===== config.mk =====
export PLATFORM = sky130hd
export DESIGN_NAME = game_ctrl_flat
export DESIGN_NICKNAME = d
export VERILOG_FILES = /design/src/rtl/pong_pkg.sv /design/src/rtl/game_ctrl_if.sv /design/src/rtl/freeze_timer.sv /design/src/rtl/game_ctrl.sv /design/src/flat_wrapper.sv
export SDC_FILE = /design/constraint.sdc
export NUM_CORES = 1
export LEC_CHECK = 0
export ABC_AREA = 1
export BUFFER_PORTS_ARGS = -buffer_cell sky130_fd_sc_hd__buf_4
export CAP_MARGIN = 20
export CORE_ASPECT_RATIO = 1.5
export CORE_MARGIN = 1.5
export CORE_UTILIZATION = 40
export DETAILED_ROUTE_END_ITERATION = 12
export GPL_ROUTABILITY_DRIVEN = 0
export MAX_ROUTING_LAYER = met4
export SETUP_SLACK_MARGIN = 0.4
export SKIP_CTS_REPAIR_TIMING = 1
export SYNTH_ARGS = -nofsm -noshare
export SYNTH_HDL_FRONTEND = slang
export SYNTH_SLANG_ARGS = --single-unit

===== constraint.sdc =====
create_clock -name game_clk -period 1.9 [get_ports game_clk]
set_input_delay 0.57 -clock game_clk [delete_from_list [all_inputs] [get_ports game_clk]]
set_output_delay 0.57 -clock game_clk [all_outputs]
set_load 0.03 [all_outputs]

===== src/rtl/pong_pkg.sv =====
// Shared definitions for the pong match controller.
//   - state_e     : match controller states
//   - DIR_LEFT/RIGHT : serve direction encodings
//   - DEF_SERVE_DELAY / DEF_END_DELAY : default freeze lengths in game_clk cycles
//   - timer_width : width of a down-counter able to hold the longer freeze
package pong_pkg;

    typedef enum logic [2:0] {
        ST_OVER   = 3'd0,
        ST_WAIT   = 3'd1,
        ST_SERVE  = 3'd2,
        ST_PLAY   = 3'd3,
        ST_PAUSED = 3'd4
    } state_e;

    localparam logic DIR_LEFT  = 1'b0;
    localparam logic DIR_RIGHT = 1'b1;

    localparam int DEF_SERVE_DELAY = 2000;
    localparam int DEF_END_DELAY   = 16383;

    // $clog2 of the larger delay, never narrower than one bit.
    function automatic int timer_width(input int a, input int b);
        int m;
        m = (a > b) ? a : b;
        return (m < 2) ? 1 : $clog2(m);
    endfunction

endpackage


===== src/rtl/game_ctrl_if.sv =====
// Bundle between the button/ball-engine side and the match controller.
//   master (button + ball engine side): drives start, pause, hit, out_left,
//     out_right; receives score_p1, score_p2, speed, ball_reset, serve_dir,
//     game_over, winner, dbg_state.
//   slave (game_ctrl): the opposite directions.
// Event semantics: pause, hit, out_left and out_right are single-cycle pulses
// sampled on the rising edge of game_clk; start is a level. There is no
// back-pressure: every pulse is consumed or dropped in the cycle it appears.
// All slave outputs are registered.
interface game_ctrl_if
    import pong_pkg::*;
#(
    parameter int SCORE_W = 4,
    parameter int SPEED_W = 5
);
    logic               start;
    logic               pause;
    logic               hit;
    logic               out_left;
    logic               out_right;
    logic [SCORE_W-1:0] score_p1;
    logic [SCORE_W-1:0] score_p2;
    logic [SPEED_W-1:0] speed;
    logic               ball_reset;
    logic               serve_dir;
    logic               game_over;
    logic               winner;
    state_e             dbg_state;

    modport master (
        output start, pause, hit, out_left, out_right,
        input  score_p1, score_p2, speed, ball_reset, serve_dir,
               game_over, winner, dbg_state
    );

    modport slave (
        input  start, pause, hit, out_left, out_right,
        output score_p1, score_p2, speed, ball_reset, serve_dir,
               game_over, winner, dbg_state
    );
endinterface


===== src/rtl/freeze_timer.sv =====
// Loadable down-counter timing the freeze between points and games.
//   i_clk      : clock
//   i_load     : load i_load_val (highest priority)
//   i_load_val : value to load
//   i_cut      : force expiry immediately (start button)
//   i_en       : count down while not expired
//   o_expired  : count reached zero, or cut asserted
// No reset of its own: the owner asserts i_load during reset.
module freeze_timer #(
    parameter int W = 14
) (
    input  logic         i_clk,
    input  logic         i_load,
    input  logic [W-1:0] i_load_val,
    input  logic         i_cut,
    input  logic         i_en,
    output logic         o_expired
);
    logic [W-1:0] r_count;

    assign o_expired = i_cut | (r_count == '0);

    always_ff @(posedge i_clk) begin
        if (i_load) begin
            r_count <= i_load_val;
        end else if (i_en && !o_expired) begin
            r_count <= r_count - 1'b1;
        end
    end
endmodule


===== src/rtl/game_ctrl.sv =====
// Pong match controller: keeps score, times the freezes between points and
// games, ramps ball speed on paddle hits and handles pause.
//   game_clk : game clock (1000 Hz)
//   reset    : synchronous, active-high
//   bus      : game_ctrl_if slave -- button/ball events in, score, speed,
//              ball_reset, serve_dir, game_over, winner, dbg_state out.
module game_ctrl
    import pong_pkg::*;
#(
    parameter int SCORE_W     = 4,
    parameter int WIN_SCORE   = 9,
    parameter int SPEED_W     = 5,
    parameter int SPEED_INIT  = 11,
    parameter int SPEED_STEP  = 1,
    parameter int SPEED_MAX   = 15,
    parameter int SERVE_DELAY = DEF_SERVE_DELAY,
    parameter int END_DELAY   = DEF_END_DELAY
) (
    input  logic        game_clk,
    input  logic        reset,
    game_ctrl_if.slave  bus
);
    localparam int TIMER_W = timer_width(SERVE_DELAY, END_DELAY);

    localparam logic [2:0] S_OVER   = ST_OVER;
    localparam logic [2:0] S_WAIT   = ST_WAIT;
    localparam logic [2:0] S_SERVE  = ST_SERVE;
    localparam logic [2:0] S_PLAY   = ST_PLAY;
    localparam logic [2:0] S_PAUSED = ST_PAUSED;

    logic [2:0]         r_state;
    logic [SCORE_W-1:0] r_p1;
    logic [SCORE_W-1:0] r_p2;
    logic [SPEED_W-1:0] r_speed;
    logic [SPEED_W-1:0] r_rally;
    logic               r_ball_reset;
    logic               r_serve_dir;
    logic               r_game_over;
    logic               r_winner;

    logic [2:0]         w_state_nxt;
    logic [SCORE_W-1:0] w_p1_nxt;
    logic [SCORE_W-1:0] w_p2_nxt;
    logic [SPEED_W-1:0] w_rally_nxt;
    logic               w_dir_nxt;
    logic               w_winner_nxt;

    logic               w_in_freeze;
    logic               w_expired;
    logic               w_point;
    logic               w_point_wins;
    logic               w_tmr_load;
    logic [TIMER_W-1:0] w_tmr_val;
    logic [SCORE_W:0]   w_p1_inc;
    logic [SCORE_W:0]   w_p2_inc;
    logic [SPEED_W:0]   w_rally_sum;
    logic [SPEED_W-1:0] w_rally_sat;

    // One bit wider than the scores/speed so the win compare and the speed
    // ramp never wrap.
    assign w_p1_inc    = {1'b0, r_p1} + (SCORE_W+1)'(1);
    assign w_p2_inc    = {1'b0, r_p2} + (SCORE_W+1)'(1);
    assign w_rally_sum = {1'b0, r_rally} + (SPEED_W+1)'(SPEED_STEP);
    assign w_rally_sat = (w_rally_sum > (SPEED_W+1)'(SPEED_MAX)) ?
                         SPEED_W'(SPEED_MAX) : w_rally_sum[SPEED_W-1:0];

    assign w_in_freeze = (r_state == S_OVER) || (r_state == S_WAIT);
    assign w_point     = (r_state == S_PLAY) && (bus.out_left || bus.out_right);
    // out_left takes precedence when both sides report a point.
    assign w_point_wins = bus.out_left ? (w_p1_inc == (SCORE_W+1)'(WIN_SCORE))
                                       : (w_p2_inc == (SCORE_W+1)'(WIN_SCORE));

    assign w_tmr_load = reset || w_point;
    assign w_tmr_val  = (reset || w_point_wins) ? TIMER_W'(END_DELAY - 1)
                                                : TIMER_W'(SERVE_DELAY - 1);

    freeze_timer #(.W(TIMER_W)) u_freeze_timer (
        .i_clk      (game_clk),
        .i_load     (w_tmr_load),
        .i_load_val (w_tmr_val),
        .i_cut      (bus.start),
        .i_en       (w_in_freeze),
        .o_expired  (w_expired)
    );

    always_comb begin
        w_state_nxt  = r_state;
        w_p1_nxt     = r_p1;
        w_p2_nxt     = r_p2;
        w_rally_nxt  = r_rally;
        w_dir_nxt    = r_serve_dir;
        w_winner_nxt = r_winner;
        case (r_state)
            S_OVER, S_WAIT: begin
                if (w_expired) begin
                    w_state_nxt = S_SERVE;
                    if (r_state == S_OVER) begin
                        w_p1_nxt = '0;
                        w_p2_nxt = '0;
                    end
                end
            end
            S_SERVE: begin
                w_state_nxt = S_PLAY;
                w_rally_nxt = SPEED_W'(SPEED_INIT);
            end
            S_PLAY: begin
                if (bus.out_left) begin
                    w_p1_nxt  = w_p1_inc[SCORE_W-1:0];
                    w_dir_nxt = DIR_LEFT;
                    if (w_point_wins) begin
                        w_state_nxt  = S_OVER;
                        w_winner_nxt = 1'b0;
                    end else begin
                        w_state_nxt = S_WAIT;
                    end
                end else if (bus.out_right) begin
                    w_p2_nxt  = w_p2_inc[SCORE_W-1:0];
                    w_dir_nxt = DIR_RIGHT;
                    if (w_point_wins) begin
                        w_state_nxt  = S_OVER;
                        w_winner_nxt = 1'b1;
                    end else begin
                        w_state_nxt = S_WAIT;
                    end
                end else if (bus.pause) begin
                    w_state_nxt = S_PAUSED;
                end else if (bus.hit) begin
                    w_rally_nxt = w_rally_sat;
                end
            end
            S_PAUSED: begin
                if (bus.pause) begin
                    w_state_nxt = S_PLAY;
                end
            end
            default: w_state_nxt = S_OVER;
        endcase
    end

    always_ff @(posedge game_clk) begin
        if (reset) begin
            r_state      <= S_OVER;
            r_p1         <= '0;
            r_p2         <= '0;
            r_speed      <= '0;
            r_rally      <= '0;
            r_ball_reset <= 1'b1;
            r_serve_dir  <= DIR_LEFT;
            r_game_over  <= 1'b1;
            r_winner     <= 1'b0;
        end else begin
            r_state      <= w_state_nxt;
            r_p1         <= w_p1_nxt;
            r_p2         <= w_p2_nxt;
            r_rally      <= w_rally_nxt;
            r_serve_dir  <= w_dir_nxt;
            r_winner     <= w_winner_nxt;
            // Outputs derive from the next state so they stay registered
            // and line up with the state they describe.
            r_speed      <= (w_state_nxt == S_PLAY) ? w_rally_nxt : '0;
            r_ball_reset <= (w_state_nxt == S_SERVE);
            r_game_over  <= (w_state_nxt == S_OVER);
        end
    end

    assign bus.score_p1   = r_p1;
    assign bus.score_p2   = r_p2;
    assign bus.speed      = r_speed;
    assign bus.ball_reset = r_ball_reset;
    assign bus.serve_dir  = r_serve_dir;
    assign bus.game_over  = r_game_over;
    assign bus.winner     = r_winner;
    assign bus.dbg_state  = state_e'(r_state);
endmodule


===== src/flat_wrapper.sv =====
// flat-port wrapper written by rule: the top's interface ports become plain ports
module game_ctrl_flat import pong_pkg::*;
#(
    parameter int SCORE_W     = 4,
    parameter int WIN_SCORE   = 9,
    parameter int SPEED_W     = 5,
    parameter int SPEED_INIT  = 11,
    parameter int SPEED_STEP  = 1,
    parameter int SPEED_MAX   = 15,
    parameter int SERVE_DELAY = DEF_SERVE_DELAY,
    parameter int END_DELAY   = DEF_END_DELAY
)
  (game_clk, reset, bus_start, bus_pause, bus_hit, bus_out_left, bus_out_right, bus_score_p1, bus_score_p2, bus_speed, bus_ball_reset, bus_serve_dir, bus_game_over, bus_winner, bus_dbg_state);
  game_ctrl_if #(.SCORE_W(SCORE_W), .SPEED_W(SPEED_W)) bus_i ();
  input  logic game_clk;
  input  logic reset;
  input wire logic [$bits(bus_i.start)-1:0] bus_start;
  input wire logic [$bits(bus_i.pause)-1:0] bus_pause;
  input wire logic [$bits(bus_i.hit)-1:0] bus_hit;
  input wire logic [$bits(bus_i.out_left)-1:0] bus_out_left;
  input wire logic [$bits(bus_i.out_right)-1:0] bus_out_right;
  output wire logic [$bits(bus_i.score_p1)-1:0] bus_score_p1;
  output wire logic [$bits(bus_i.score_p2)-1:0] bus_score_p2;
  output wire logic [$bits(bus_i.speed)-1:0] bus_speed;
  output wire logic [$bits(bus_i.ball_reset)-1:0] bus_ball_reset;
  output wire logic [$bits(bus_i.serve_dir)-1:0] bus_serve_dir;
  output wire logic [$bits(bus_i.game_over)-1:0] bus_game_over;
  output wire logic [$bits(bus_i.winner)-1:0] bus_winner;
  output wire logic [$bits(bus_i.dbg_state)-1:0] bus_dbg_state;
  assign bus_i.start = bus_start;
  assign bus_i.pause = bus_pause;
  assign bus_i.hit = bus_hit;
  assign bus_i.out_left = bus_out_left;
  assign bus_i.out_right = bus_out_right;
  assign bus_score_p1 = bus_i.score_p1;
  assign bus_score_p2 = bus_i.score_p2;
  assign bus_speed = bus_i.speed;
  assign bus_ball_reset = bus_i.ball_reset;
  assign bus_serve_dir = bus_i.serve_dir;
  assign bus_game_over = bus_i.game_over;
  assign bus_winner = bus_i.winner;
  assign bus_dbg_state = bus_i.dbg_state;
  game_ctrl #(.SCORE_W(SCORE_W), .WIN_SCORE(WIN_SCORE), .SPEED_W(SPEED_W), .SPEED_INIT(SPEED_INIT), .SPEED_STEP(SPEED_STEP), .SPEED_MAX(SPEED_MAX), .SERVE_DELAY(SERVE_DELAY), .END_DELAY(END_DELAY)) u_core (.game_clk(game_clk), .reset(reset), .bus(bus_i));
endmodule

==> PnR_summary.wiki, run 1 <==
{| class="wikitable"
! Metric !! Value
|-
| Via count of the routed design || 2088
|-
| Worst hold path cell count || 2
|-
| Via density per instance || 4.98
|-
| Share of the synthesized area in the top cell type || 22.5%
|-
| Final standard cell count with taps included and fillers excluded || 419
|-
| TritonCTS clock tree || built
|-
| Endpoint, Worst Hold || u_core.bus.winner
|-
| Clk Latency, worst-skew pair || 290 ps
|-
| Unrepaired setup endpoints after global routing || yes
|-
| Final TNS setup || 0 ps
|-
| Reported leakage power || 0.00128 uW
|-
| Cell taking the most area after synthesis || sky130_fd_sc_hd__dfxtp_1
|-
| Slew at the pin with the worst max-slew slack || 466 ps
|-
| Detail Route Antenna Nets || 0
|-
| Fillcell total || 517
|-
| Proportion of synthesized chip area in sequential cells || 41.3%
|-
| Count of mapped cells out of synthesis || 288
|-
| Share of cells above drive strength 1 || 41.3%
|-
| Die Wd || 63.9 microns
|-
| Clk Tree Root Cell || sky130_fd_sc_hd__clkbuf_8
|-
| Sum of net half-perimeters after detailed placement || 3660 microns
|-
| Main flop type after synthesis || sky130_fd_sc_hd__dfxtp_1
|-
| Ys Warns || 0
|-
| Clock Sink Count || 39
|-
| Worst min-delay path category || flop to flop
|-
| GRT Util Overall || 17.8%
|-
| Worst reg2reg endpoint || u_core.u_freeze_timer.r_count[5]
|-
| Number of antenna violations at the first check in global routing || 0
|-
| Average detailed-routed wire length per instance || 12.9 microns
|-
| Count of inserted antenna diode cells || 0
|-
| Final hold violations || 0
|-
| Top achievable clock speed || 606 MHz
|-
| Hold Startpoint || u_core.bus.winner
|-
| Most frequent cell after synthesis || sky130_fd_sc_hd__nand2_1
|-
| H-Tree Depth || 2
|-
| Crit path time final || 1650 ps
|-
| Post-route DRC violation count || 0
|-
| Per-instance average area after synthesis || 7.74 sq um
|-
| Final clock period utilization by the worst path || 86.9%
|-
| Area Overhead vs Synth || 38.3%
|-
| Type of the setup path with the least slack || flop to flop
|-
| Type of origin of the critical path || flop
|-
| Dominant cells by area after synthesis || sky130_fd_sc_hd__dfxtp_1 22%, sky130_fd_sc_hd__edfxtp_1 19%, sky130_fd_sc_hd__nand2_1 11%
|-
| Clock-pin transition on the worst setup and hold timing paths || 80 ps
|-
| Number of top-level pins || 27
|-
| Setup slack of the worst register-to-register path || 250 ps
|-
| Peak supply drop || 0.000394 V
|-
| Post-route cell area || 3080 sq um
|-
| Input/output buffers || 26
|-
| Final Routed Wirelength || 5430 microns
|-
| Cell area reported after detailed placement || 2570 sq um
|-
| Number of optimization iterations in the first detailed-route pass || 4
|-
| First-pass GRT wire length || 8270 microns
|-
| Number of max-cap violations || 0
|-
| Hold WS || 440 ps
|-
| Inst Count DP || 383
|-
| Status || complete, no violations
|-
| Worst max-slew margin expressed relative to the limit || 68.9%
|-
| Req. time, crit path || 1940 ps
|-
| Arrival time at the worst endpoint || 1690 ps
|-
| Flop and latch count out of synthesis || 39
|-
| Most frequent cells after synthesis || 67 x sky130_fd_sc_hd__nand2_1, 36 x sky130_fd_sc_hd__nor2_1, 31 x sky130_fd_sc_hd__inv_1
|-
| Floorplan die area || 6040 sq um
|-
| Starting density of the core || 41.2%
|-
| Power density over the cells || 678 nW/um^2
|-
| Share of flip-flops with an asynchronous set or reset after synthesis || 0%
|-
| Summed instance area of the synthesized netlist || 2230 sq um
|-
| Final count of negative-setup-slack endpoints || 0
|-
| Overflow left after global routing || 0
|-
| Cell count of the worst reg-to-reg path || 6
|-
| Clock tree buffer depth || 2
|-
| Count of nets after finishing || 360
|-
| Crit path capture type || flop
|-
| Largest net degree at the start of global routing || 15
|-
| Number of unique standard cell types used by synthesis || 39
|-
| Core Rows || 33
|-
| Die extent in y || 94.4 microns
|-
| Area of the core || 5410 sq um
|-
| Net Count, Synth || 300
|-
| Beginning of the worst register-to-register path || u_core.u_freeze_timer.r_count[2]
|-
| Post-synth EDFFs || 14
|-
| Worst Clk Skew || 4.06 ps
|-
| Via count of the first global-routing pass || 1848
|-
| Max-slew violations || 0
|-
| Total CTS buffers || 5
|-
| Top fanout value on the critical path || 3
|-
| Drt initial violations || 63
|}
-- sequential cells by signal, indices dropped and copies added, names as in the netlist --
name	count
u_core.u_freeze_timer.r_count	14
u_core.bus.speed	5
u_core.r_rally	5
u_core.bus.score_p1	4
u_core.bus.score_p2	4
u_core.bus.dbg_state	3
u_core.bus.ball_reset	1
u_core.bus.game_over	1
u_core.bus.serve_dir	1
u_core.bus.winner	1
-- worst max-delay path by stage --
stage,from,endpoint,slack (ps),cells after the start
global route,u_core.u_freeze_timer.r_count[2],u_core.u_freeze_timer.r_count[5],180,6
CTS,u_core.u_freeze_timer.r_count[0],u_core.u_freeze_timer.r_count[12],240,7
finish,u_core.u_freeze_timer.r_count[2],u_core.u_freeze_timer.r_count[5],250,6
global placement,bus_out_left,u_core.u_freeze_timer.r_count[13],200,5
detailed placement,bus_out_right,u_core.bus.speed[2],160,9
floorplan,u_core.bus.score_p2[2],u_core.u_freeze_timer.r_count[13],400,7
-- cells by family after synthesis --
group                      count (synthesis)  synth area share (%)
xor gates and xnor gates                   4                  1.57
buffers and inverters                     38                  6.57
adders and majority gates                  5                  2.81
DFF                                       39                  41.3
and+or+nand+nor                          152                  33.9
AOI/OAI and AO/OA                         50                  13.9
-- per-stage QoR --
step	utilization (%)	setup slack [ps]	total power (uW)
2_1_floorplan	-	402	1300
3_3_place_gp	47.6	200	1420
3_5_place_dp	47.6	164	1430
4_1_cts	49.1	240	1980
5_1_grt	57.0	179	2200
6_report	57.0	249	2090
-- final cells by class --
type	count	area, sq um	share of cell area [%]
clock buffers	5	68.8	2.23
inverters	36	150	4.87
clock inverters	3	15.0	0.487
flip-flops and latches	39	955	31.0
repair buffers	54	405	13.2
multi-input cells	212	1400	45.4
well taps	70	87.6	2.84
-- worst max-delay path, stage by stage, from the launching register on --
cell and delay [ps]:
sky130_fd_sc_hd__edfxtp_1 440, sky130_fd_sc_hd__or2_4 270, sky130_fd_sc_hd__nor2_4 120, sky130_fd_sc_hd__nand2_2 80, sky130_fd_sc_hd__or2_0 230, sky130_fd_sc_hd__xor2_1 210
sky130_fd_sc_hd__o21ai_2 60
-- where the power goes --
part / switching, uW / internal (uW)
sequential: 65.3 / 924
combinational: 325 / 223
clock: 299 / 251
total: 690 / 1400
-- layout by cell type (no fill, tap or decap), types with 2 or more instances in the layout --
master	count
sky130_fd_sc_hd__a21oi_1	19
sky130_fd_sc_hd__a21oi_2	2
sky130_fd_sc_hd__a31oi_1	2
sky130_fd_sc_hd__buf_4	54
sky130_fd_sc_hd__clkbuf_8	5
sky130_fd_sc_hd__clkinv_2	4
sky130_fd_sc_hd__dfxtp_1	14
sky130_fd_sc_hd__dfxtp_2	3
sky130_fd_sc_hd__dfxtp_4	8
sky130_fd_sc_hd__edfxtp_1	14
sky130_fd_sc_hd__ha_4	3
sky130_fd_sc_hd__inv_1	26
sky130_fd_sc_hd__inv_2	5
sky130_fd_sc_hd__inv_4	2
sky130_fd_sc_hd__nand2_1	58
sky130_fd_sc_hd__nand2_2	9
sky130_fd_sc_hd__nand2_4	3
sky130_fd_sc_hd__nand2_8	5
sky130_fd_sc_hd__nand3_1	12
sky130_fd_sc_hd__nand3_2	8
sky130_fd_sc_hd__nand3_4	2
sky130_fd_sc_hd__nand4_1	4
sky130_fd_sc_hd__nor2_1	30
sky130_fd_sc_hd__nor2_2	7
sky130_fd_sc_hd__nor2_4	4
sky130_fd_sc_hd__nor2_8	3
sky130_fd_sc_hd__nor3_1	3
sky130_fd_sc_hd__o21a_1	3
sky130_fd_sc_hd__o21ai_0	6
sky130_fd_sc_hd__o21ai_1	5
sky130_fd_sc_hd__o21ai_2	7
sky130_fd_sc_hd__or2_4	2
sky130_fd_sc_hd__xor2_1	3
-- metal layers --
| layer | wire, microns | vias up | global-route usage [%] |
|---|---|---|---|
| met5 | 0 | - | - |
| met4 | 110 | 0 | 5.98 |
| li1 | - | 1066 | - |
| met1 | 2250 | 970 | 20.0 |
| met2 | 2890 | 40 | 31.9 |
| met3 | 179 | 12 | 2.74 |
Power figures use the tool's default switching activity.
==> inputs of run 2 (changes only) <==
- ABC_AREA: 1 -> 0
==> run 2 against run 1 <==
The flow now finishes with violations (negative setup slack). Sequential share of layout area shrank 0.34 points. Largest cell class unchanged. Critical path type unchanged. Critical endpoint is now u_core.bus.score_p2[3]. Highest routed layer unchanged. Setup slack worse by 380 ps. Sequential power shrank 6.2%.
==> PnR_summary.wiki, run 2 <==
{| class="wikitable"
! Metric !! Value
|-
| CP startpoint || u_core.u_freeze_timer.r_count[0]
|-
| Buf/Inv on CP || 2 (+2)
|-
| Clk Tree Root Cell || sky130_fd_sc_hd__clkbuf_8
|-
| Post-synth EDFFs || 14 (unchanged)
|-
| Ordered cell list for the critical path || buf_4 -> inv_4 -> ha_2 -> nor4b_2 -> and4b_2 -> o21ai_2 -> or3_1 -> a21oi_1
|-
| Fraction of the mapped netlist area in simple logic gates || 26.2% (-7.6 points)
|-
| Sum of net half-perimeters after detailed placement || 3860 microns (+5.7%)
|-
| Die Wd || 61.4 microns (-4.0%)
|-
| Setup slack of the worst register-to-register path || -130 ps (-380 ps)
|-
| Proportion of synthesized chip area in sequential cells || 45.0% (+3.7 points)
|-
| Worst max-slew margin expressed relative to the limit || 69.6% (+0.68 points)
|-
| First-pass GRT wire length || 8390 microns (+1.5%)
|-
| Via density per instance || 5.27 (+5.7%)
|-
| Final count of negative-setup-slack endpoints || 7 (+7)
|-
| Number of antenna violations at the first check in global routing || 0 (unchanged)
|-
| Number of max-cap violations || 0 (unchanged)
|-
| Unrepaired setup endpoints after global routing || yes
|-
| Area occupied by multi-input gates || 1410 sq um (+0.36%)
|-
| Dominant cells by area after synthesis || sky130_fd_sc_hd__dfxtp_1 24%, sky130_fd_sc_hd__edfxtp_1 21%, sky130_fd_sc_hd__nor2_1 6.1%
|-
| Largest net degree at the start of global routing || 16 (+1)
|-
| Worst setup path endpoint || u_core.bus.score_p2[3]
|-
| Arrival time at the worst endpoint || 2260 ps (+570 ps)
|-
| Worst min-delay path category || input port to flop
|-
| Largest register by flop count || u_core.u_freeze_timer.r_count
|-
| Clock Sink Count || 39 (unchanged)
|-
| Detail Route Antenna Nets || 0 (unchanged)
|-
| Clock tree buffer depth || 2 (unchanged)
|-
| Peak supply drop || 0.000435 V (+10%)
|-
| Flop and latch count out of synthesis || 39 (unchanged)
|-
| Status || finished with violations
|-
| Share of the synthesized netlist area taken by xor and xnor gates || 5.99% (+4.4 points)
|-
| Slew at the pin with the worst max-slew slack || 455 ps (-11.1 ps)
|-
| Per-instance average area after synthesis || 9.17 sq um (+19%)
|-
| Beginning of the worst register-to-register path || u_core.u_freeze_timer.r_count[0]
|-
| Overflow left after global routing || 0 (unchanged)
|-
| Leading cell type in the layout, fill and taps excluded || sky130_fd_sc_hd__buf_4
|-
| Count of mapped cells out of synthesis || 223 (-23%)
|-
| Worst reg2reg endpoint || u_core.bus.score_p2[3]
|-
| Main flop type after synthesis || sky130_fd_sc_hd__dfxtp_1
|-
| Share of cells above drive strength 1 || 49.0% (+7.7 points)
|-
| Starting density of the core || 41.9% (+0.66 points)
|-
| GRT Util Overall || 20.6% (+2.7 points)
|-
| Average detailed-routed wire length per instance || 15.1 microns (+17%)
|-
| Req. time, crit path || 2120 ps (+180 ps)
|-
| Power density over the cells || 592 nW/um^2 (-13%)
|-
| Most frequent cells after synthesis || 33 x sky130_fd_sc_hd__nor2_1, 25 x sky130_fd_sc_hd__dfxtp_1, 20 x sky130_fd_sc_hd__nand2_1
|-
| Summed instance area of the synthesized netlist || 2050 sq um (-8.2%)
|-
| Number of optimization iterations in the first detailed-route pass || 4 (unchanged)
|-
| Crit path capture type || flop
|-
| Delay of the slowest cell on the worst path || 430 ps (about the same)
|-
| Cell taking the most area after synthesis || sky130_fd_sc_hd__dfxtp_1
|-
| Area of the core || 4890 sq um (-9.6%)
|-
| Largest delay share family, worst path || simple AND/OR/NAND/NOR gates
|-
| Number of top-level pins || 27 (unchanged)
|-
| H-Tree Depth || 2 (unchanged)
|-
| Top fanout value on the critical path || 3 (unchanged)
|-
| Overall Power || 1840 uW (-12%)
|-
| Post-synthesis adder-cell area fraction || 3.06% (+0.25 points)
|-
| Top library cells by usage in the layout, fill and taps aside || 66 x sky130_fd_sc_hd__buf_4, 25 x sky130_fd_sc_hd__nor2_1, 15 x sky130_fd_sc_hd__nand2_1
|-
| Flip-flop count of the largest register after layout || 14 (unchanged)
|-
| Count of nets after finishing || 307 (-15%)
|-
| Worst Clk Skew || 1.93 ps (-2.12 ps)
|-
| Core Rows || 31 (-6.1%)
|-
| Final clock period utilization by the worst path || 107% (+20 points)
|-
| Via count of the routed design || 1907 (-8.7%)
|-
| Type of the setup path with the least slack || flop to flop
|-
| Area Overhead vs Synth || 51.5%
|-
| Net Count, Synth || 235 (-22%)
|-
| Reported leakage power || 0.00118 uW (-7.8%)
|-
| Ys Warns || 0 (unchanged)
|-
| Drt initial violations || 55 (-13%)
|-
| Input/output buffers || 26 (unchanged)
|-
| Max-slew violations || 0 (unchanged)
|-
| TritonCTS clock tree || built
|-
| Type of origin of the critical path || flop
|-
| Crit path time final || 2030 ps (+380 ps)
|-
| Total number of cells along the worst setup path || 8 (+2)
|-
| Share of the synthesized area in the top cell type || 24.5% (+2.0 points)
|-
| Final Routed Wirelength || 5460 microns (+0.68%)
|-
| Clk Latency, worst-skew pair || 290 ps (about the same)
|-
| Number of unique standard cell types used by synthesis || 54 (+38%)
|-
| Via count of the first global-routing pass || 1837 (-0.60%)
|-
| Fraction of the mapped netlist area in compound gates || 15.6% (+1.7 points)
|-
| Final setup slack of the worst path || -130 ps (-380 ps)
|-
| Violations in the final reports || negative setup slack
|-
| Crit-path slowest cell || sky130_fd_sc_hd__edfxtp_1
|-
| Die extent in y || 90.6 microns (-4.1%)
|-
| Share of flip-flops with an asynchronous set or reset after synthesis || 0% (unchanged)
|-
| Final hold violations || 0 (unchanged)
|-
| Floorplan die area || 5560 sq um (-7.9%)
|-
| Most frequent cell after synthesis || sky130_fd_sc_hd__nor2_1
|-
| Top achievable clock speed || 493 MHz (-19%)
|-
| Hold Startpoint || bus_out_left
|-
| Total CTS buffers || 5 (unchanged)
|-
| Portion of netlist area occupied by mux cells || 1.47% (+1.5 points)
|-
| Count of inserted antenna diode cells || 0 (unchanged)
|-
| Fillcell total || 455 (-12%)
|-
| Layout Utilization || 63.4% (+6.4 points)
|-
| Largest family of logic cells by synthesized area || simple AND/OR/NAND/NOR gates
|-
| Post-route DRC violation count || 0 (unchanged)
|-
| Clock-pin transition on the worst setup and hold timing paths || 70 ps (about the same)
|-
| Cell count of the worst reg-to-reg path || 8 (+2)
|-
| Footprint of the flip-flops and latches || 950 sq um (-0.52%)
|}
## run 2: metrics by stage
stage,setup WS [ps],hold WS [ps],setup TNS [ps],cell area (sq um),cells
2_1_floorplan,-85.3,481,-85.3,2220,223
3_3_place_gp,-79.4,493,-425,2720,344
3_5_place_dp,-95.9,495,-650,2720,344
4_1_cts,-120,508,-403,2800,352
5_1_grt,-240,507,-1510,3100,362
6_report,-130,498,-465,3100,362
## run 2: per-layer routing
layer / wire length [microns] / global-route usage, % / share of wire, %
met3: 117 / 3.87 / 2.1
met5: 0 / - / 0
met2: 3040 / 35.4 / 56
met1: 2210 / 22.6 / 40
met4: 103 / 7.45 / 1.9
## run 2: layout make-up
cell class	instances	area share [%]
flip-flops and latches	39	30.6
inverters	4	0.565
well taps	66	2.66
clock buffers	7	2.46
clock inverters	1	0.161
multi-input cells	173	45.3
repair buffers	72	18.2
## run 2: kinds of logic (layout without fill, tap and decap cells)
logic type	count (synthesis)	in the layout
AND/OR/NAND/NOR	101	102
AO/OA/AOI/OAI	49	49
flip-flops	39	39
XOR/XNOR	14	14
buffers and inverters	12	84
adder cells (fa/ha/maj)	5	5
multiplexers	3	3
## run 2: how the worst min path moves through the flow
stage,end,slack [ps],cells past startpoint
final,u_core.bus.serve_dir,500,2
after floorplan,u_core.r_rally[4],480,2
after detailed placement,u_core.bus.score_p2[1],490,2
after global routing,u_core.bus.serve_dir,510,2
after global placement,u_core.bus.score_p2[1],490,2
after CTS,u_core.bus.score_p2[1],510,2
## run 2: where the power goes
part           internal [uW]  switching, uW  total (uW)  leakage, uW
clock                    258            289         547    0.0000422
combinational            162            198         360     0.000820
sequential               896           32.8         928     0.000321
==> inputs of run 3 (changes only) <==
- SYNTH_HIERARCHICAL: default -> 1
==> run 3 against run 2 <==
The run still ends with negative setup slack left. First-iteration DRC count stayed put. Total power is 23% higher. Area after synthesis is 8.6% higher. Sequential cell count stayed put. Via count is 6.0% higher. Hold slack better by 13 ps. Combinational power is 60% higher. Die area is 8.2% higher. Clock skew is 6.7 ps higher.
==> PnR_summary.wiki, run 3 <==
{| class="wikitable"
! Metric !! Value
|-
| Status || finished with violations
|-
| Violations in the final reports || negative setup slack
|-
| Cell area reported after detailed placement || 2780 sq um (+2.0%)
|-
| Count of nets after finishing || 334 (+8.8%)
|-
| Share of the synthesized area in the top cell type || 22.5% (-1.9 points)
|-
| Largest delay share family, worst path || simple AND/OR/NAND/NOR gates
|-
| Detail Route Antenna Nets || 0 (unchanged)
|-
| Final count of negative-setup-slack endpoints || 30 (+23)
|-
| Via density per instance || 5.13 (-2.6%)
|-
| Post-route cell area || 3280 sq um (+5.8%)
|-
| Clk network pwr share || 30.0% (+0.2 points)
|-
| Most frequent cells after synthesis || 26 x sky130_fd_sc_hd__nor2_1, 25 x sky130_fd_sc_hd__dfxtp_1, 24 x sky130_fd_sc_hd__nand2_1
|-
| Power density over the cells || 691 nW/um^2 (+17%)
|-
| Clk Latency, worst-skew pair || 290 ps (about the same)
|-
| Core Rows || 33 (+6.5%)
|-
| First-pass GRT wire length || 8660 microns (+3.2%)
|-
| H-Tree Depth || 2 (unchanged)
|-
| Cell Int Power || 1630 uW (+24%)
|-
| Worst min-delay path category || flop to flop
|-
| Top fanout value on the critical path || 2 (-1)
|-
| Share of cells above drive strength 1 || 41.0% (-7.9 points)
|-
| Summed instance area of the synthesized netlist || 2220 sq um (+8.6%)
|-
| Dominant cells by area after synthesis || sky130_fd_sc_hd__dfxtp_1 23%, sky130_fd_sc_hd__edfxtp_1 19%, sky130_fd_sc_hd__nor2_1 4.4%
|-
| Ys Warns || 6 (+6)
|-
| GRT Util Overall || 18.6% (-1.9 points)
|-
| Sum of net half-perimeters after detailed placement || 3810 microns (-1.3%)
|-
| Post-route DRC violation count || 0 (unchanged)
|-
| Die Wd || 63.8 microns (+4.0%)
|-
| Average detailed-routed wire length per instance || 14.3 microns (-5.5%)
|-
| TritonCTS clock tree || built
|-
| Flop and latch count out of synthesis || 39 (unchanged)
|-
| Flip-flop count of the largest register after layout || 14 (unchanged)
|-
| Gate power share || 25.4% (+5.8 points)
|-
| Crit path capture type || flop
|-
| Peak supply drop || 0.000529 V (+21%)
|-
| Count of mapped cells out of synthesis || 242 (+8.5%)
|-
| Share of flip-flops with an asynchronous set or reset after synthesis || 0% (unchanged)
|-
| P_sw || 639 uW (+23%)
|-
| Leading cell type in the layout, fill and taps excluded || sky130_fd_sc_hd__buf_4
|-
| Overflow left after global routing || 0 (unchanged)
|-
| Number of unique standard cell types used by synthesis || 57 (+5.6%)
|-
| Type of origin of the critical path || flop
|-
| Clock tree buffer depth || 2 (unchanged)
|-
| Number of optimization iterations in the first detailed-route pass || 4 (unchanged)
|-
| Final setup slack of the worst path || -527 ps (-397 ps)
|-
| Input/output buffers || 26 (unchanged)
|-
| Reported leakage power || 0.00137 uW (+16%)
|-
| Via count of the routed design || 2021 (+6.0%)
|-
| Proportion of synthesized chip area in sequential cells || 41.5% (-3.6 points)
|-
| Per-instance average area after synthesis || 9.18 sq um (about the same)
|-
| Setup slack of the worst register-to-register path || -530 ps (-400 ps)
|-
| Req. time, crit path || 2130 ps (about the same)
|-
| Largest register by flop count || u_core/u_freeze_timer/r_count
|-
| Area Overhead vs Synth || 47.6%
|-
| Final hold violations || 0 (unchanged)
|-
| Number of antenna violations at the first check in global routing || 0 (unchanged)
|-
| Post-synth EDFFs || 14 (unchanged)
|-
| Die extent in y || 94.3 microns (+4.1%)
|-
| Clk Tree Root Cell || sky130_fd_sc_hd__clkbuf_8
|-
| Delay of the slowest cell on the worst path || 450 ps (+20 ps)
|-
| Number of top-level pins || 27 (unchanged)
|-
| Inst Count DP || 365 (+6.1%)
|-
| Starting density of the core || 41.1% (-0.80 points)
|-
| Buf/Inv on CP || 1 (-1)
|-
| Count of inserted antenna diode cells || 0 (unchanged)
|-
| Final Routed Wirelength || 5620 microns (+2.8%)
|-
| Area of the core || 5410 sq um (+11%)
|-
| Max-slew violations || 0 (unchanged)
|-
| Clock Sink Count || 39 (unchanged)
|-
| Unrepaired setup endpoints after global routing || yes
|-
| Share of total power in sequential cells || 44.6% (-6.0 points)
|-
| Top achievable clock speed || 412 MHz (-16%)
|-
| Most frequent cell after synthesis || sky130_fd_sc_hd__nor2_1
|-
| Total CTS buffers || 5 (unchanged)
|-
| Crit path time final || 2430 ps (+397 ps)
|-
| Worst Clk Skew || 8.68 ps (+6.75 ps)
|-
| Cell taking the most area after synthesis || sky130_fd_sc_hd__dfxtp_1
|-
| Via count of the first global-routing pass || 1943 (+5.8%)
|-
| Overall Power || 2270 uW (+23%)
|-
| Crit-path slowest cell || sky130_fd_sc_hd__or3b_4
|-
| Clock-pin transition on the worst setup and hold timing paths || 80 ps (about the same)
|-
| Largest net degree at the start of global routing || 19 (+3)
|-
| Number of max-cap violations || 0 (unchanged)
|-
| Worst slack, placed || -473 ps (-377 ps)
|-
| Layout Utilization || 60.6% (-2.8 points)
|-
| Main flop type after synthesis || sky130_fd_sc_hd__dfxtp_1
|-
| Type of the setup path with the least slack || flop to flop
|-
| Floorplan die area || 6020 sq um (+8.2%)
|-
| Ordered cell list for the critical path || inv_2 -> ha_4 -> nor3b_4 -> nand4b_4 -> o31ai_4 -> or3b_4 -> a21oi_4 -> o21ai_2 -> or3_1 -> a21oi_1
|-
| Drt initial violations || 55 (unchanged)
|-
| Top library cells by usage in the layout, fill and taps aside || 62 x sky130_fd_sc_hd__buf_4, 25 x sky130_fd_sc_hd__nor2_1, 22 x sky130_fd_sc_hd__nand2_1
|-
| Final standard cell count with taps included and fillers excluded || 394 (+8.8%)
|-
| Final clock period utilization by the worst path || 128% (+21 points)
|-
| Arrival time at the worst endpoint || 2660 ps (+400 ps)
|-
| Switching Fraction || 28.2% (-0.14 points)
|}
run 3: cell types whose count changed after synthesis, sizes merged, moves of 4 or more:
cell and delta:
a211oi -4, inv +5, nand2 +4, nor2 -7, nor2b +4, o21ai +8
xnor2 -4, xor2 +5
run 3: area by class of cell:
cell class | count | area [sq um]
clock buffers | 5 | 68.8
clock inverters | 3 | 38.8
fillers | 491 | 2130
inverters | 9 | 33.8
multi-input cells | 190 | 1410
flip-flops and latches | 39 | 938
well taps | 70 | 87.6
repair buffers | 78 | 697
run 3: power groups by stage:
stage	logic, uW	clock network (uW)	registers [uW]
floorplan	252	0	1050
global placement	440	0	1030
detailed placement	446	0	1030
CTS	449	694	1010
global route	626	722	1020
finish	576	680	1010
run 3: metrics by stage:
stage          hold WS (ps)  TNS (ps)
2_1_floorplan           515     -6050
5_1_grt                 537    -12830
3_5_place_dp            492     -5020
6_report                511     -8640
3_3_place_gp            502     -4390
4_1_cts                 511     -5430
run 3: cells by family (layout without fill, tap and decap cells):
logic type	count (synthesis)	after routing	share of synthesized area, %
compound gates	59	59	17.4
xor+xnor	15	15	5.92
fa+ha+maj	4	4	2.25
buf+inv	20	95	4.22
flops	39	39	41.5
mux	3	3	1.35
other cells	1	8	0.169
simple gates	101	101	27.2
run 3: final timing paths:
path / from / end / depth (start not counted)
hold reg to reg: u_core/bus.score_p1[1] / u_core/bus.score_p1[1] / 2
setup / recovery: u_core/u_freeze_timer/r_count[1] / u_core/bus.score_p1[0] / 10
setup reg to reg: u_core/u_freeze_timer/r_count[1] / u_core/bus.score_p1[0] / 10
hold / removal: u_core/bus.score_p1[1] / u_core/bus.score_p1[1] / 2
run 3: metal layers:
| layer | GRT usage [%] | part of all wire [%] | up-vias |
|---|---|---|---|
| met3 | 2.16 | 2.4 | 7 |
| met4 | 6.16 | 1.6 | 0 |
| met1 | 19.7 | 42 | 963 |
| met2 | 35.3 | 54 | 32 |
| li1 | - | - | 1019 |
| met5 | - | 0 | - |
run 3: worst reg2reg max path, cell delays in order (launching register included):
cell	delay, ps
sky130_fd_sc_hd__edfxtp_1	410
sky130_fd_sc_hd__inv_2	90
sky130_fd_sc_hd__ha_4	120
sky130_fd_sc_hd__nor3b_4	230
sky130_fd_sc_hd__nand4b_4	140
sky130_fd_sc_hd__o31ai_4	270
sky130_fd_sc_hd__or3b_4	450
sky130_fd_sc_hd__a21oi_4	140
sky130_fd_sc_hd__o21ai_2	70
sky130_fd_sc_hd__or3_1	300
sky130_fd_sc_hd__a21oi_1	140
